===== config.mk =====
export PLATFORM = sky130hd
export DESIGN_NAME = mem_arbiter
export DESIGN_NICKNAME = d
export VERILOG_FILES = /design/src/rtl/mem_arbiter.sv
export SDC_FILE = /design/constraint.sdc
export NUM_CORES = 1
export LEC_CHECK = 0
export BUFFER_PORTS_ARGS = -buffer_cell sky130_fd_sc_hd__buf_2
export CAP_MARGIN = 15
export CORE_ASPECT_RATIO = 1.75
export CORE_MARGIN = 2
export CORE_UTILIZATION = 40
export DETAILED_ROUTE_END_ITERATION = 7
export HOLD_SLACK_MARGIN = 0.02
export PLACE_DENSITY_LB_ADDON = 0.3
export SLEW_MARGIN = 15
export SYNTH_ARGS = -nofsm -noshare
export SYNTH_HDL_FRONTEND = slang
export SYNTH_SLANG_ARGS = --single-unit

===== constraint.sdc =====
create_clock -name clk -period 1.8 [get_ports clk]
set_input_delay 0.18 -clock clk [delete_from_list [all_inputs] [get_ports clk]]
set_output_delay 0.18 -clock clk [all_outputs]
set_load 0.03 [all_outputs]

===== src/rtl/mem_arbiter.sv =====
// Two-port (fetch/data) arbiter onto a single shared memory bus.
// Optional FLASH_WAIT_EN: per-access wait count from the latched address.
module mem_arbiter #(
    parameter int SRAM_WAIT  = 1,
    parameter int FLASH_WAIT = 4
) (
    input  logic        clk,
    input  logic        rst,
    input  logic        if_req,
    input  logic [31:0] if_addr,
    output logic [31:0] if_rdata,
    output logic        if_ack,
    input  logic        mem_req,
    input  logic        mem_we,
    input  logic [3:0]  mem_sel,
    input  logic [31:0] mem_addr,
    input  logic [31:0] mem_wdata,
    output logic [31:0] mem_rdata,
    output logic        mem_ack,
    output logic        stall_req,
    output logic        bus_ce,
    output logic        bus_we,
    output logic [3:0]  bus_sel,
    output logic [31:0] bus_addr,
    output logic [31:0] bus_wdata,
    input  logic [31:0] bus_rdata
);

    typedef enum logic [1:0] {
        IDLE,
        ACCESS,
        DONE
    } state_t;

    state_t      state;
    state_t      state_nx;
    logic [3:0]  wait_cnt;
    logic [3:0]  wait_nx;
    logic [3:0]  wait_load;
    logic        last_mem;
    logic        grant_mem;
    logic        lat_we;
    logic [3:0]  lat_sel;
    logic [31:0] lat_addr;
    logic [31:0] lat_wdata;
    logic        req_any;
    logic        pick_mem;
    logic [31:0] pick_addr;
    logic        grant;
    logic        capture;

    assign req_any   = if_req | mem_req;
    // mem has priority unless it won the previous grant
    assign pick_mem  = mem_req & (~if_req | ~last_mem);
    assign pick_addr = pick_mem ? mem_addr : if_addr;

`ifdef FLASH_WAIT_EN
    assign wait_load = (pick_addr[31:24] == 8'h1E) ? 4'(FLASH_WAIT)
                                                   : 4'(SRAM_WAIT);
`else
    logic [3:0] unused_flash_wait;
    assign unused_flash_wait = 4'(FLASH_WAIT);
    assign wait_load         = 4'(SRAM_WAIT);
`endif

    always_ff @(posedge clk) begin
        if (rst) begin
            state    <= IDLE;
            wait_cnt <= 4'd0;
        end else begin
            state    <= state_nx;
            wait_cnt <= wait_nx;
        end
    end

    always_comb begin
        state_nx = state;
        wait_nx  = wait_cnt;
        grant    = 1'b0;
        capture  = 1'b0;
        if_ack   = 1'b0;
        mem_ack  = 1'b0;
        bus_ce   = 1'b0;
        bus_we   = 1'b0;
        bus_sel  = 4'd0;
        unique case (state)
            IDLE: begin
                if (req_any) begin
                    grant    = 1'b1;
                    wait_nx  = wait_load;
                    state_nx = ACCESS;
                end
            end
            ACCESS: begin
                bus_ce  = 1'b1;
                bus_we  = lat_we;
                bus_sel = lat_sel;
                if (wait_cnt == 4'd0) begin
                    capture  = ~lat_we;
                    state_nx = DONE;
                end else begin
                    wait_nx = wait_cnt - 4'd1;
                end
            end
            DONE: begin
                if_ack   = ~grant_mem;
                mem_ack  = grant_mem;
                state_nx = IDLE;
            end
            default: state_nx = IDLE;
        endcase
    end

    always_ff @(posedge clk) begin
        if (rst) begin
            last_mem  <= 1'b0;
            grant_mem <= 1'b0;
            lat_we    <= 1'b0;
            lat_sel   <= 4'd0;
            lat_addr  <= 32'd0;
            lat_wdata <= 32'd0;
            if_rdata  <= 32'd0;
            mem_rdata <= 32'd0;
        end else begin
            if (grant) begin
                last_mem  <= pick_mem;
                grant_mem <= pick_mem;
                lat_addr  <= pick_addr;
                lat_we    <= pick_mem & mem_we;
                lat_sel   <= pick_mem ? mem_sel : 4'b1111;
                lat_wdata <= pick_mem ? mem_wdata : 32'd0;
            end
            if (capture) begin
                if (grant_mem) mem_rdata <= bus_rdata;
                else           if_rdata  <= bus_rdata;
            end
        end
    end

    assign bus_addr  = lat_addr;
    assign bus_wdata = lat_wdata;

    assign stall_req = (if_req & ~if_ack) | (mem_req & ~mem_ack);

endmodule


==> impl_metrics.env, run 1 <==
export IMPL_status="complete, but fails checks"
export IMPL_failing_checks="setup timing"
export IMPL_grt_total_usage=0.231
export IMPL_worst_slack_ns=-0.0130
export IMPL_fp_row_count=56
export IMPL_worst_path_dominant_cell_family="simple AND/OR/NAND/NOR gates"
export IMPL_critical_path_max_fanout=23
export IMPL_clk_latency_ns=0.41
export IMPL_first_pass_iters=5
export IMPL_crit_required_ns=2.08
export IMPL_cts_inserted_buffers=17
export IMPL_io_pins=274
export IMPL_maxSlewViolCount=0
export IMPL_nets=981
export IMPL_crit_arrival_ns=2.10
export IMPL_drc=0
export IMPL_totalWireLength_mm=17.2
export IMPL_period_minus_slack_ns=1.81
export IMPL_tritoncts="built"
export IMPL_synth_ff_latch_count=140
export IMPL_routedWlPerCell_um=16.7
export IMPL_io_buffer_count=273
export IMPL_most_common_cell_in_the_synthesized_netlist="dfxtp_1"
export IMPL_grt_first_pass_wirelength_mm=26.6
export IMPL_end_kind="flop"
export IMPL_critPathSlowestCell="or4_4"
export IMPL_async_flop_share=0
export IMPL_cellPowerDensity_nw_per_um2=1120
export IMPL_post_place_ws_ns=-0.0436
export IMPL_vdd_drop_max_v=0.000759
export IMPL_synth_top_area_share=0.523
export IMPL_slew_worst_pin_ns=0.473
export IMPL_setup_repair_after_global_routing_missed_its_margin="true"
export IMPL_netlist_top_cells_area="dfxtp_1, mux2i_1, a22o_1"
export IMPL_final_setup_skew_ns=0.0104
export IMPL_ys_dominant_reg_cell="dfxtp_1"
export IMPL_total_die_area_um2=14400
export IMPL_hpwlAfterDp_mm=11.6
export IMPL_commonest_cells_in_the_netlist="dfxtp_1, nand2_1, mux2i_1"
export IMPL_area_growth_syn_to_layout_pct=52.1
export IMPL_post_drt_via_cell_ratio=5.23
export IMPL_setup_violations_final=5
export IMPL_max_cap_viol_count=0
export IMPL_final_layout_size_suffix_gt1_frac=0.418
export IMPL_placed_cells=945
export IMPL_clk_path_buf_depth=2
export IMPL_synth_largest_area_cell="dfxtp_1"
export IMPL_cts_num_sinks=140
export IMPL_ctsHtreeMaxLevel=4
export IMPL_leakage_power_total_nw=3.95
export IMPL_final_antenna_net_count=0
export IMPL_critical_path_cell_chain="inv_4 > ha_4 > or3b_4 > or4_4 > buf_12 > mux2i_1"
export IMPL_synthesis_instances=534
export IMPL_syn_area_um2=5360
export IMPL_fin_tns_setup_ns=-0.0233
export IMPL_min_delay_path_class="input port to flop"
export IMPL_timing_fmax_mhz=552
export IMPL_timing_worst_setup_path_type="flop to flop"
export IMPL_die_boundary_width_um=91.5
export IMPL_synth_sequential_area_ratio=0.523
export IMPL_congestion_overflow_gr=0
export IMPL_critical_path_startpoint_type="flop"
export IMPL_die_h_um=157
export IMPL_detailedRoute_firstIterationViolations=129
export IMPL_worst_slew_margin_rel=0.683
export IMPL_first_global_vias=5446
export IMPL_synth_warning_count=0
export IMPL_root_buffer="clkbuf_16"
export IMPL_routabilityCongestion=0.778
export IMPL_floorplan_initialDensity=0.405
export IMPL_number_of_inserted_diodes=0
export IMPL_worst_path_buf_inv=2
export IMPL_instances_no_fill=1029
export IMPL_synth_area_per_cell_um2=10.0
export IMPL_min_period_over_period=1.01
export IMPL_grt_max_degree=67
export IMPL_layout_filler_cells=1102
export IMPL_core_area_um2=13200
export IMPL_report_final_hold_viol_count=0
export IMPL_routed_via_count=5385
export IMPL_yosysUniqueCellTypes=39
export IMPL_grt_antenna_before_repair=0
export IMPL_synth_edff_count=0
export IMPL_synthesis_nets=673
export IMPL_clk_transition_reported_paths_ns=0.06
export IMPL_slowest_delay_ns=0.44
[repair_timing]
item / 4_1_cts / 5_1_grt
endpoints found under the hold margin: 41 / 0
hold buffers: 41 / 0
pin swaps: 0 / 1
gates resized for setup: 8 / 15
setup buffers: 1 / 8
setup endpoints to repair: 15 / 37
cloned: 1 / 1
[path summary, 6_finish.rpt]
path	from	end	slack (ns)	cells past startpoint
hold / removal	bus_rdata[0]	if_rdata[0]	0.04	3
setup reg to reg	wait_cnt[0]	if_rdata[17]	-0.01	6
setup / recovery	wait_cnt[0]	if_rdata[17]	-0.01	6
hold reg to reg	if_rdata[30]	if_rdata[30]	0.46	2
[metal layers]
metal	vias to the layer above	share of wire	GRT usage
met2	246	0.51	0.403
met1	2524	0.39	0.256
met5	-	0	0
met3	46	0.068	0.0618
met4	0	0.034	0.118
li1	2569	-	-
[flip-flops by register name (all words and copies together) (netlist names)]
signal / count
mem_rdata: 32
state: 2
lat_sel: 4
lat_we: 1
bus_wdata: 32
if_rdata: 32
grant_mem: 1
bus_addr: 32
wait_cnt: 4
[through the flow]
step	hold WS (ns)	instance area, um^2	power (mW)	utilization
detailed placement	0.396	6960	5.37	0.526
global route	0.0239	8150	9.46	0.616
CTS	0.0206	8020	9.06	0.606
finish	0.0380	8150	9.10	0.616
global placement	0.393	6960	5.32	0.526
floorplan	0.306	5390	4.71	-
[worst min-delay path: stages]
cell and delay, ns:
buf_2 0.10, nand2_1 0.05, mux2i_1 0.06
[layout make-up]
type                       instances  area (um^2)  share of cell area
clock inverter                    13          156              0.0192
sequential                       140         2810               0.345
multi-input combinational        335         2390               0.293
tap                              174          218              0.0267
inverter                           7         32.5             0.00399
clock buffer                      19          453              0.0556
timing repair buffer             341         2090               0.256
[cells in the final DEF, fill, tap and decap left out, types with 6 or more instances in the layout]
cell type	count
a21oi_1	34
a22o_1	33
buf_12	6
buf_2	271
buf_4	18
clkbuf_16	18
dfxtp_1	137
dlygate4sd3_1	41
mux2i_1	64
nand2_1	65
nand4_1	32
o21ai_0	34
o2bb2ai_1	32
[report_power, final]
part	internal, mW	switching [mW]	total (mW)
Clock	2.15	1.41	3.56
Sequential	3.35	0.157	3.51
Combinational	0.782	1.24	2.02
Total	6.28	2.81	9.10
[cells by family after synthesis]
| kind of cell | after synthesis | synth area share |
|---|---|---|
| compound gates | 147 | 0.192 |
| buf+inv | 59 | 0.0465 |
| fa+ha+maj | 2 | 0.00467 |
| mux | 64 | 0.120 |
| simple gates | 122 | 0.114 |
| flops | 140 | 0.523 |
No activity file was read; power rests on OpenSTA's default activity.
==> run 2: changes to the inputs <==
--- a/config.mk
+++ b/config.mk
@@ -6,13 +6,14 @@
 export NUM_CORES = 1
 export LEC_CHECK = 0
 export BUFFER_PORTS_ARGS = -buffer_cell sky130_fd_sc_hd__buf_2
-export CAP_MARGIN = 15
+export CAP_MARGIN = 10
 export CORE_ASPECT_RATIO = 1.75
 export CORE_MARGIN = 2
 export CORE_UTILIZATION = 40
 export DETAILED_ROUTE_END_ITERATION = 7
 export HOLD_SLACK_MARGIN = 0.02
 export PLACE_DENSITY_LB_ADDON = 0.3
+export SKIP_LAST_GASP = 1
 export SLEW_MARGIN = 15
 export SYNTH_ARGS = -nofsm -noshare
 export SYNTH_HDL_FRONTEND = slang
==> run 2 against run 1 <==
Effect of this change:
- the flow still finishes with violations (setup timing)
- hold slack barely moved
- critical path depth did not move
- non-clock buffer count is 1 higher
- utilization shrank 0.10 points
- fmax up 0.16%
- power barely moved
- wire length shrank 0.40%
- worst setup slack better by 0.0030 ns
- global-route usage shrank 0.050 points
- count of clock-buffer cells in the layout unchanged
- critical path type unchanged
- clock power about the same
==> impl_metrics.env, run 2 (synthesis gave the netlist of run 1 again) <==
export IMPL_critical_path_max_fanout=23
export IMPL_grt_first_pass_wirelength_mm=26.5
export IMPL_worst_slack_ns=-0.0101
export IMPL_crit_arrival_ns=2.10
export IMPL_io_buffer_count=273
export IMPL_max_cap_viol_count=0
export IMPL_post_drt_via_cell_ratio=5.20
export IMPL_placed_cells=945
export IMPL_die_h_um=157
export IMPL_cts_inserted_buffers=17
export IMPL_clk_latency_ns=0.41
export IMPL_switching_power_mw=2.81
export IMPL_hpwlAfterDp_mm=11.6
export IMPL_grt_max_degree=67
export IMPL_maxSlewViolCount=0
export IMPL_post_route_util=0.615
export IMPL_critical_path_startpoint_type="flop"
export IMPL_totalWireLength_mm=17.1
export IMPL_final_setup_skew_ns=0.0100
export IMPL_routed_via_count=5361
export IMPL_leakage_power_total_nw=3.95
export IMPL_number_of_inserted_diodes=0
export IMPL_congestion_overflow_gr=0
export IMPL_setup_violations_final=3
export IMPL_layout_filler_cells=1105
export IMPL_commonest_cells_after_routing_fill_and_taps_aside="buf_2, dfxtp_1, nand2_1"
export IMPL_min_delay_path_class="input port to flop"
export IMPL_tritoncts="built"
export IMPL_multiInputGateArea_um2=2380
export IMPL_mostFrequentLayoutCell="buf_2"
export IMPL_first_pass_iters=4
export IMPL_final_hold_worst_slack_ns=0.0382
export IMPL_final_layout_size_suffix_gt1_frac=0.414
export IMPL_post_route_cell_area_um2=8140
export IMPL_die_boundary_width_um=91.5
export IMPL_sequentialPowerShare=0.386
export IMPL_grt_antenna_before_repair=0
export IMPL_clk_transition_reported_paths_ns=0.06
export IMPL_end_kind="flop"
export IMPL_cellPowerDensity_nw_per_um2=1120
export IMPL_floorplan_initialDensity=0.405
export IMPL_power_report_internal_total_mw=6.28
export IMPL_final_antenna_net_count=0
export IMPL_clk_path_buf_depth=2
export IMPL_total_die_area_um2=14400
export IMPL_status="complete, but fails checks"
export IMPL_worst_slew_margin_rel=0.688
export IMPL_io_pins=274
export IMPL_drc=0
export IMPL_slew_worst_pin_ns=0.466
export IMPL_routedWlPerCell_um=16.6
export IMPL_crit_required_ns=2.09
export IMPL_comb_power_share=0.222
export IMPL_nets=982
export IMPL_grt_total_usage=0.230
export IMPL_vdd_drop_max_v=0.000761
export IMPL_dpl_instance_area_um2=6960
export IMPL_routabilityCongestion=0.778
export IMPL_core_area_um2=13200
export IMPL_area_sequential_um2=2810
export IMPL_instances_no_fill=1030
export IMPL_power_share_switching=0.309
export IMPL_failing_checks="setup timing"
export IMPL_area_growth_syn_to_layout_pct=51.9
export IMPL_timing_worst_setup_path_type="flop to flop"
export IMPL_timing_fmax_mhz=552
export IMPL_report_final_hold_viol_count=0
export IMPL_detailedRoute_firstIterationViolations=135
export IMPL_setup_repair_after_global_routing_missed_its_margin="true"
export IMPL_first_global_vias=5450
export IMPL_root_buffer="clkbuf_16"
export IMPL_ctsHtreeMaxLevel=4
export IMPL_cts_num_sinks=140
export IMPL_fp_row_count=56
export IMPL_min_period_over_period=1.01
export IMPL_period_minus_slack_ns=1.81
export IMPL_clockPowerShare=0.393
==> run 2: cell type report <==
cell class / count / area share
Sequential cell: 140 / 0.345
Multi-Input combinational cell: 335 / 0.293
Timing Repair Buffer: 342 / 0.256
Clock buffer: 19 / 0.0557
Tap cell: 174 / 0.0268
Clock inverter: 13 / 0.0192
Inverter: 7 / 0.00400
==> run 2: worst paths after layout <==
path	start	to	slack, ns	cells past startpoint
worst max-delay path	wait_cnt[0]	if_rdata[17]	-0.01	6
worst min-delay path	bus_rdata[15]	if_rdata[15]	0.04	3
worst max register to register	wait_cnt[0]	if_rdata[17]	-0.01	6
worst min register to register	if_rdata[30]	if_rdata[30]	0.46	2
==> run 2: worst max-delay path, stage by stage, from the launching register on <==
cell,delay [ns]
dfxtp_4,0.35
inv_4,0.06
ha_4,0.11
or3b_4,0.40
or4_4,0.44
buf_12,0.19
mux2i_1,0.14
==> run 2: per-stage QoR <==
step,setup TNS [ns],power (mW),worst slack [ns]
final,-0.0161,9.09,-0.0101
after CTS,-0.0579,9.05,-0.0287
after detailed placement,-0.290,5.37,-0.0436
after global routing,-1.38,9.46,-0.0580
after floorplan,-1.83,4.71,-0.0917
after global placement,0,5.32,0.0435
==> run 2: metal layers <==
metal	track usage	wire length, um
met4	0.118	546
met3	0.0618	1210
met2	0.403	8770
met1	0.254	6560
met5	0	0
==> run 2: power by group through the flow <==
stage,Clock [mW],Sequential (mW),Combinational (mW)
CTS,3.65,3.50,1.90
global placement,0,3.55,1.77
detailed placement,0,3.55,1.81
global route,3.77,3.53,2.15
floorplan,0,3.96,0.751
finish,3.57,3.51,2.01
==> run 2: timing repair <==
item,in CTS,in global routing
cloned,1,1
hold buffers,41,0
pin swaps,0,1
setup buffers,1,9
endpoints found under the hold margin,41,0
gates resized for setup,6,10
endpoints found under the setup margin,15,37
==> run 3: changes to the inputs <==
--- a/config.mk
+++ b/config.mk
@@ -12,7 +12,7 @@
 export CORE_UTILIZATION = 40
 export DETAILED_ROUTE_END_ITERATION = 7
 export HOLD_SLACK_MARGIN = 0.02
-export PLACE_DENSITY_LB_ADDON = 0.3
+export PLACE_DENSITY = 0.77
 export SKIP_LAST_GASP = 1
 export SLEW_MARGIN = 15
 export SYNTH_ARGS = -nofsm -noshare
==> constraint.sdc (replaced) <==
create_clock -name clk -period 1.8 [get_ports clk]
set_input_delay 0.36 -clock clk [delete_from_list [all_inputs] [get_ports clk]]
set_output_delay 0.36 -clock clk [all_outputs]
set_load 0.03 [all_outputs]
==> run 3 against run 2 <==
Effect of this change:
- the run still ends with setup timing left
- sequential share of layout area is 1.6 points higher
- global-route usage is 1.6 points lower
- critical path depth stayed put
- die area stayed put
- highest routed layer unchanged
==> impl_metrics.env, run 3 (synthesis gave the netlist of run 1 again) <==
export IMPL_fin_tns_setup_ns=-0.358
export IMPL_min_delay_path_class="input port to flop"
export IMPL_first_global_vias=4921
export IMPL_core_area_um2=13200
export IMPL_totalWireLength_mm=15.8
export IMPL_report_final_hold_viol_count=0
export IMPL_floorplan_initialDensity=0.405
export IMPL_timing_worst_setup_path_type="flop to flop"
export IMPL_maxSlewViolCount=0
export IMPL_drc=0
export IMPL_congestion_overflow_gr=0
export IMPL_dpl_instance_area_um2=7010
export IMPL_die_h_um=157
export IMPL_max_cap_viol_count=0
export IMPL_design_power_total_mw=9.07
export IMPL_min_period_over_period=1.02
export IMPL_number_of_inserted_diodes=0
export IMPL_root_buffer="clkbuf_16"
export IMPL_routedWlPerCell_um=16.0
export IMPL_layout_filler_cells=1172
export IMPL_cts_hold_repair_buffers=0
export IMPL_grt_antenna_before_repair=1
export IMPL_critical_path_cell_chain="inv_2 > ha_4 > or3b_4 > or4_4 > clkbuf_16 > mux2i_1"
export IMPL_leakage_power_total_nw=3.80
export IMPL_vdd_drop_max_v=0.000667
export IMPL_critical_path_startpoint_type="flop"
export IMPL_first_pass_iters=4
export IMPL_area_growth_syn_to_layout_pct=45.1
export IMPL_period_minus_slack_ns=1.84
export IMPL_setup_repair_after_global_routing_missed_its_margin="true"
export IMPL_final_hold_worst_slack_ns=0.156
export IMPL_total_die_area_um2=14400
export IMPL_failing_checks="setup timing"
export IMPL_post_route_cell_area_um2=7770
export IMPL_nets=940
export IMPL_final_setup_skew_ns=0.00913
export IMPL_hpwlAfterDp_mm=11.2
export IMPL_critical_path_max_fanout=11
export IMPL_die_boundary_width_um=91.5
export IMPL_worst_slack_ns=-0.0370
export IMPL_crit_required_ns=2.10
export IMPL_end_kind="flop"
export IMPL_clk_transition_reported_paths_ns=0.06
export IMPL_ctsHtreeMaxLevel=4
export IMPL_io_buffer_count=273
export IMPL_grt_total_usage=0.214
export IMPL_cts_num_sinks=140
export IMPL_cts_inserted_buffers=17
export IMPL_post_drt_via_cell_ratio=5.19
export IMPL_cellPowerDensity_nw_per_um2=1170
export IMPL_crit_arrival_ns=2.13
export IMPL_final_layout_size_suffix_gt1_frac=0.438
export IMPL_timing_fmax_mhz=544
export IMPL_clk_latency_ns=0.41
export IMPL_critPathSlowestCell="or4_4"
export IMPL_routed_via_count=5121
export IMPL_mostFrequentLayoutCell="buf_2"
export IMPL_grt_max_degree=65
export IMPL_clk_path_buf_depth=2
export IMPL_tritoncts="built"
export IMPL_setup_violations_final=18
export IMPL_slew_worst_pin_ns=0.390
export IMPL_detailedRoute_firstIterationViolations=146
export IMPL_fp_row_count=56
export IMPL_worst_slew_margin_rel=0.740
export IMPL_commonest_cells_after_routing_fill_and_taps_aside="buf_2, dfxtp_1, nand2_1"
export IMPL_io_pins=274
export IMPL_grt_first_pass_wirelength_mm=24.5
export IMPL_slowest_delay_ns=0.47
export IMPL_status="complete, but fails checks"
export IMPL_post_route_util=0.587
export IMPL_routabilityCongestion=0.757
export IMPL_final_antenna_net_count=0
[run 3: power by group]
| group | internal [mW] | total [mW] | switching (mW) |
|---|---|---|---|
| Clock | 2.21 | 3.61 | 1.40 |
| Sequential | 3.35 | 3.51 | 0.154 |
| Combinational | 0.733 | 1.95 | 1.22 |
[run 3: timing repair]
item | in CTS | in global routing
resized for setup | 12 | 12
pin swaps | 0 | 1
cloned | 1 | 2
setup buffers | 0 | 5
endpoints found under the setup margin | 17 | 34
hold endpoints to repair | 0 | 0
[run 3: per-layer routing]
layer | track usage | vias up | wire length [um]
met5 | 0 | - | 0
met4 | 0.115 | 0 | 530
met3 | 0.0551 | 35 | 1150
met2 | 0.367 | 239 | 8160
met1 | 0.242 | 2366 | 5990
li1 | - | 2481 | -
[run 3: cell type report]
cell class | instances | area (um^2) | area share
repair buffers | 300 | 1720 | 0.221
clock inverters | 14 | 185 | 0.0238
multi-input cells | 335 | 2390 | 0.308
well taps | 174 | 218 | 0.0280
inverters | 7 | 28.8 | 0.00370
clock buffers | 17 | 425 | 0.0547
flip-flops and latches | 140 | 2810 | 0.362
[run 3: metrics by stage]
| step | setup slack, ns | std cells |
|---|---|---|
| after CTS | -0.00193 | 980 |
| final | -0.0370 | 987 |
| after global placement | 0.0400 | 948 |
| after global routing | -0.0817 | 987 |
| after floorplan | -0.0917 | 534 |
| after detailed placement | -0.0279 | 948 |
[run 3: path summary, 6_finish.rpt]
kind | endpoint | slack (ns) | depth (start not counted) | start
setup / recovery | if_rdata[20] | -0.04 | 6 | wait_cnt[1]
hold / removal | bus_wdata[10] | 0.16 | 2 | mem_wdata[10]
setup reg to reg | if_rdata[20] | -0.04 | 6 | wait_cnt[1]
hold reg to reg | if_rdata[4] | 0.46 | 2 | if_rdata[4]
[run 3: worst max-delay path, delay by kind of cell (launching register included)]
| family | cells | cell delay (ns) |
|---|---|---|
| multiplexers | 1 | 0.12 |
| adder cells (fa/ha/maj) | 1 | 0.13 |
| AND/OR/NAND/NOR | 2 | 0.87 |
| flip-flops | 1 | 0.32 |
| buffers and inverters | 2 | 0.29 |
